## src/rtl/req_onehot_rr_pkg.sv

```systemverilog
// Shared definitions for the request-to-one-hot arbiter that feeds the
// 4x2 priority encoder.
//   N_CH     : number of request channels
//   LAST_RST : reset value of the last-accepted index (3, so channel 0 leads)
//   state_t  : arbiter FSM encoding
//   oh_idx   : binary index of a one-hot word
package req_onehot_rr_pkg;

   localparam int N_CH = 4;
   localparam logic [1:0] LAST_RST = 2'd3;

   typedef enum logic {
      IDLE  = 1'b0,
      OFFER = 1'b1
   } state_t;

   function automatic logic [1:0] oh_idx(input logic [N_CH-1:0] oh);
      logic [1:0] idx;
      idx = 2'd0;
      for (int i = 0; i < N_CH; i++) begin
         if (oh[i]) idx = 2'(i);
      end
      return idx;
   endfunction

endpackage

```

## src/rtl/req_onehot_rr_pick4.sv

```systemverilog
// Combinational winner pick for the arbiter.
//   RR   : 1 = round-robin starting after last, 0 = fixed priority (bit 0 first)
//   pend : pending channel vector
//   last : index of the most recently accepted channel
//   pick : one-hot winner, 0 when pend is empty
module rr_pick4
   import req_onehot_rr_pkg::*;
#(
   parameter bit RR = 1'b1
) (
   input  logic [N_CH-1:0] pend,
   input  logic [1:0]      last,
   output logic [N_CH-1:0] pick
);

   logic       found;
   logic [1:0] cand;

   // 2-bit candidate arithmetic wraps 3->0 on its own.
   always_comb begin
      pick  = '0;
      found = 1'b0;
      cand  = 2'd0;
      for (int j = 0; j < N_CH; j++) begin
         cand = RR ? (last + 2'(j + 1)) : 2'(j);
         if (!found && pend[cand]) begin
            found = 1'b1;
            pick  = 4'b0001 << cand;
         end
      end
   end

endmodule

```

## src/rtl/req_onehot_rr.sv

```systemverilog
// Request arbiter producing a one-hot word for the downstream 4x2 encoder.
//   clk     : clock
//   rst_n   : async active-low reset
//   req     : per-channel request pulses (marks channel pending)
//   ready   : encoder accepts the current word
//   onehot  : offered one-hot word, 0 when not valid
//   valid   : onehot is being offered
//   ovf_clr : clears sticky overflow flags
//   ovf     : sticky per-channel overflow (request merged into pending)
//   pend    : pending vector
//
// state | meaning
// ------+-----------------------------------------------
// IDLE  | nothing offered; picks a winner if pend != 0
// OFFER | onehot/valid held until ready
module req_onehot_rr
   import req_onehot_rr_pkg::*;
#(
   parameter bit RR = 1'b1
) (
   input  logic            clk,
   input  logic            rst_n,
   input  logic [N_CH-1:0] req,
   input  logic            ready,
   output logic [N_CH-1:0] onehot,
   output logic            valid,
   input  logic            ovf_clr,
   output logic [N_CH-1:0] ovf,
   output logic [N_CH-1:0] pend
);

   state_t          state;
   logic [1:0]      last;
   logic [N_CH-1:0] pick;
   logic [N_CH-1:0] acc_mask;
   logic [N_CH-1:0] ovf_ev;

   rr_pick4 #(.RR(RR)) u_pick (
      .pend (pend),
      .last (last),
      .pick (pick)
   );

   assign acc_mask = (valid && ready) ? onehot : '0;
   // A request on the channel being accepted re-arms it instead of overflowing.
   assign ovf_ev   = req & pend & ~acc_mask;

   always_ff @(posedge clk or negedge rst_n) begin
      if (!rst_n) begin
         state  <= IDLE;
         onehot <= '0;
         valid  <= 1'b0;
         pend   <= '0;
         ovf    <= '0;
         last   <= LAST_RST;
      end else begin
         pend <= (pend & ~acc_mask) | req;
         ovf  <= (ovf_clr ? '0 : ovf) | ovf_ev;
         case (state)
            IDLE: begin
               if (|pend) begin
                  onehot <= pick;
                  valid  <= 1'b1;
                  state  <= OFFER;
               end
            end
            OFFER: begin
               if (ready) begin
                  last   <= oh_idx(onehot);
                  onehot <= '0;
                  valid  <= 1'b0;
                  state  <= IDLE;
               end
            end
         endcase
      end
   end

endmodule
```

## config.mk

```make
export PLATFORM = sky130hd
export DESIGN_NAME = req_onehot_rr
export DESIGN_NICKNAME = d
export VERILOG_FILES = /design/src/rtl/req_onehot_rr_pkg.sv /design/src/rtl/req_onehot_rr_pick4.sv /design/src/rtl/req_onehot_rr.sv
export SDC_FILE = /design/constraint.sdc
export NUM_CORES = 1
export LEC_CHECK = 0
export ABC_AREA = 1
export BUFFER_PORTS_ARGS = -buffer_cell sky130_fd_sc_hd__buf_2
export CAP_MARGIN = 0
export CORE_AREA = 2 2 69 64
export CTS_CLUSTER_DIAMETER = 60
export DETAILED_ROUTE_END_ITERATION = 16
export DIE_AREA = 0 0 71 66
export PLACE_DENSITY_LB_ADDON = 0.2
export SKIP_LAST_GASP = 1
export SLEW_MARGIN = 30
export SYNTH_ARGS = -nofsm -noshare
export SYNTH_HDL_FRONTEND = slang
export SYNTH_SLANG_ARGS = --single-unit
```

## constraint.sdc

```tcl
create_clock -name clk -period 5.9 [get_ports clk]
set_clock_uncertainty 0.1 [all_clocks]
set_input_delay 0.59 -clock clk [delete_from_list [all_inputs] [get_ports clk]]
set_output_delay 0.59 -clock clk [all_outputs]
set_load 0.05 [all_outputs]
```

==> metrics <==
outcome finished clean; share of the synthesized area in the top cell type 30.7%; Post-CTS Resized 0; synthesis-to-layout area growth 18.9%; WP data required roughly 5900 ps; met3 wire len just over 80 um; Setup Total Neg Slack 0 ps; io pins 21; #FFs+latches synth 16; final hold vios 0; Filler cells ~430; fin cells ~220; Root Driver clkbuf_8; clock slew at reported path FFs roughly 60 ps; DR DRC count 0; initial DRC count 29; syn avg cell area between 7 and 8 sq um; Clk Latency, worst-skew pair about 250 ps; clk buf depth 2; combinational power share between 60% and 70%; hold buffers post-CTS 0; Final Setup Violations 0; Final ANT Viol Nets 0; TritonCTS Buffers 3; WS Path Type reg -> reg; port buffer count 20; largest cells by area after synthesis dfrtp_1, nand2_1, nand3_1; first-pass GRT wire length ~4.5 mm; CP dominant cell by count nand2_1; Critical Path AT ~2200 ps; total congestion overflow 0; Tmin final between 2000 and 2500 ps; uppermost layer routed met4; synthesized netlist cell count 149; HP Class in -> async; synthesized area 1140 sq um; Nets 190; gp weighted congestion ~0.78; core area 3990 sq um; Post-CTS Setup Repair Bufs 0; share of cells above drive strength 1 23.1%; Synth cell types 18; CTS tree built; largest net degree at the start of global routing 17; static leakage ~0.00077 uW; Post-Route WL ~2.6 mm; Max FO, Critical Path 11; GR Util All Layers 12.1%; vias in the first global route between 1000 and 1500; sequential element share of the synthesized area about a third; Worst Path Buf+Inv 2; row cnt 22; via count roughly 1000; H-tree depth 1; WL per Instance about 12 um; Sw Share between 50% and 60%; chip height around 66 um; critical path's top delay family flip-flops; CP peak stage delay around 670 ps; Tcrit/Tclk final between 30% and 40%; Syn Nets roughly 170; Worst path slowest cell dfstp_2; synth warn 0; Max-cap violations 0; switching pwr roughly 410 uW; die area 4690 sq um; n_diodes 0; DRT Pass-1 Iters 4; initial antenna violation count 0; Worst setup EP type flip-flop; worst vdd ir 0.000201 V; Vias/cell 4.67; DRT met1 WL around 1.2 mm; routed wl met2 around 1.3 mm; Reg power frac 24.9%; pwr dens about 560 nW/um^2; Yosys top cell by area dfrtp_1; Die Width 71 um; P_int 345 uW; Initial Utilization between 20% and 30%; fmax about 0.46 GHz; unrepaired setup endpoints after global routing no; Slew headroom roughly three quarters; critical path cell sequence inv_4, ha_1, inv_1, nand3_4, nand2_8, nand2_4, nor2_4, a21oi_1, nand2_1, nand2_1; crit start category flip-flop; Slew @ Worst Pin about 370 ps; CTS sink cnt 16; Detailed Place HPWL between 2 and 2.5 mm; Clk network pwr share around 13%; final slew viol count 0; Cell Count Post-Placement around 220
[layout by cell type, fill, tap and decap left out]
| cell type | instances |
|---|---|
| dfrtp_1 | 14 |
| nand3_4 | 2 |
| dfstp_2 | 2 |
| nand4_1 | 5 |
| inv_4 | 2 |
| inv_1 | 23 |
| buf_2 | 20 |
| nor2_4 | 1 |
| o21ai_0 | 5 |
| nand2_4 | 5 |
| ha_1 | 8 |
| nand3_1 | 23 |
| o22ai_1 | 4 |
| clkbuf_8 | 4 |
| nor2_1 | 1 |
| nand2_2 | 2 |
| nand2_1 | 45 |
| a21oi_1 | 5 |
| nand3_2 | 1 |
| nand2_8 | 1 |
[worst paths after layout]
kind                            from   endpoint  slack (ps)  depth (start not counted)
max                          last[0]  onehot[0]        3710                         10
min                            rst_n     ovf[1]         150                          1
max reg2reg                  last[0]  onehot[0]        3710                         10
min reg2reg                onehot[0]  onehot[0]         420                          2
max in group asynchronous      rst_n    last[1]        5250                          1
min in group clk           onehot[0]  onehot[0]         420                          2
[worst register-to-register path, cell delays in order (launching register included)]
cell and delay (ps):
dfstp_2 670, inv_4 130, ha_1 370, inv_1 140, nand3_4 130, nand2_8 120, nand2_4 70, nor2_4 140
a21oi_1 70, nand2_1 90, nand2_1 50
[per-layer routing]
layer / GRT usage [%] / vias up
li1: - / 529
met1: 14.7 / 464
met2: 20.3 / 29
met3: 2.13 / 9
met4: 6.84 / 0
met5: 0 / -
[cell usage after synthesis, drive strengths merged]
cell type and number:
inv 25, nor2 2, o22ai 4, o21ai 5, dfstp 2, dfrtp 14, a21oi 5, ha 8
nand4 5, nand2 53, nand3 26
[cells by family after synthesis]
group	count (synthesis)	share of synthesized area [%]
flip-flops	16	35.3
buffers and inverters	25	8.66
AO/OA/AOI/OAI	14	6.58
AND/OR/NAND/NOR	86	40.7
adder cells (fa/ha/maj)	8	8.77
[power groups by stage]
stage	Clock, uW	Sequential, uW	Combinational (uW)
after floorplan	0	259	301
after global placement	0	190	468
after detailed placement	0	192	471
after CTS	99.5	190	473
after global routing	106	196	530
final	96.5	189	472
[flip-flops by register name, indices dropped and copies added, names as in the netlist]
name	flops
pend	4
state	1
last	2
valid	1
ovf	4
onehot	4
[per-stage QoR]
step / util, % / setup slack [ps] / total power (uW) / cell area (sq um) / hold slack, ps
after floorplan: - / 3930 / 560 / 1140 / 194
after global placement: 32.6 / 3750 / 658 / 1300 / 406
after detailed placement: 32.6 / 3720 / 663 / 1300 / 420
after CTS: 34.0 / 3710 / 762 / 1360 / 148
after global routing: 34.0 / 3560 / 832 / 1360 / 159
final: 34.0 / 3710 / 757 / 1360 / 146
[layout make-up]
class,count,area (sq um),share of cell area [%]
multi-input cells,108,639,47.1
well taps,48,60.1,4.43
repair buffers,20,100,7.38
clock buffers,4,55.1,4.06
inverters,25,98.8,7.29
flip-flops and latches,16,403,29.7
(Power assumes the default switching activity.)
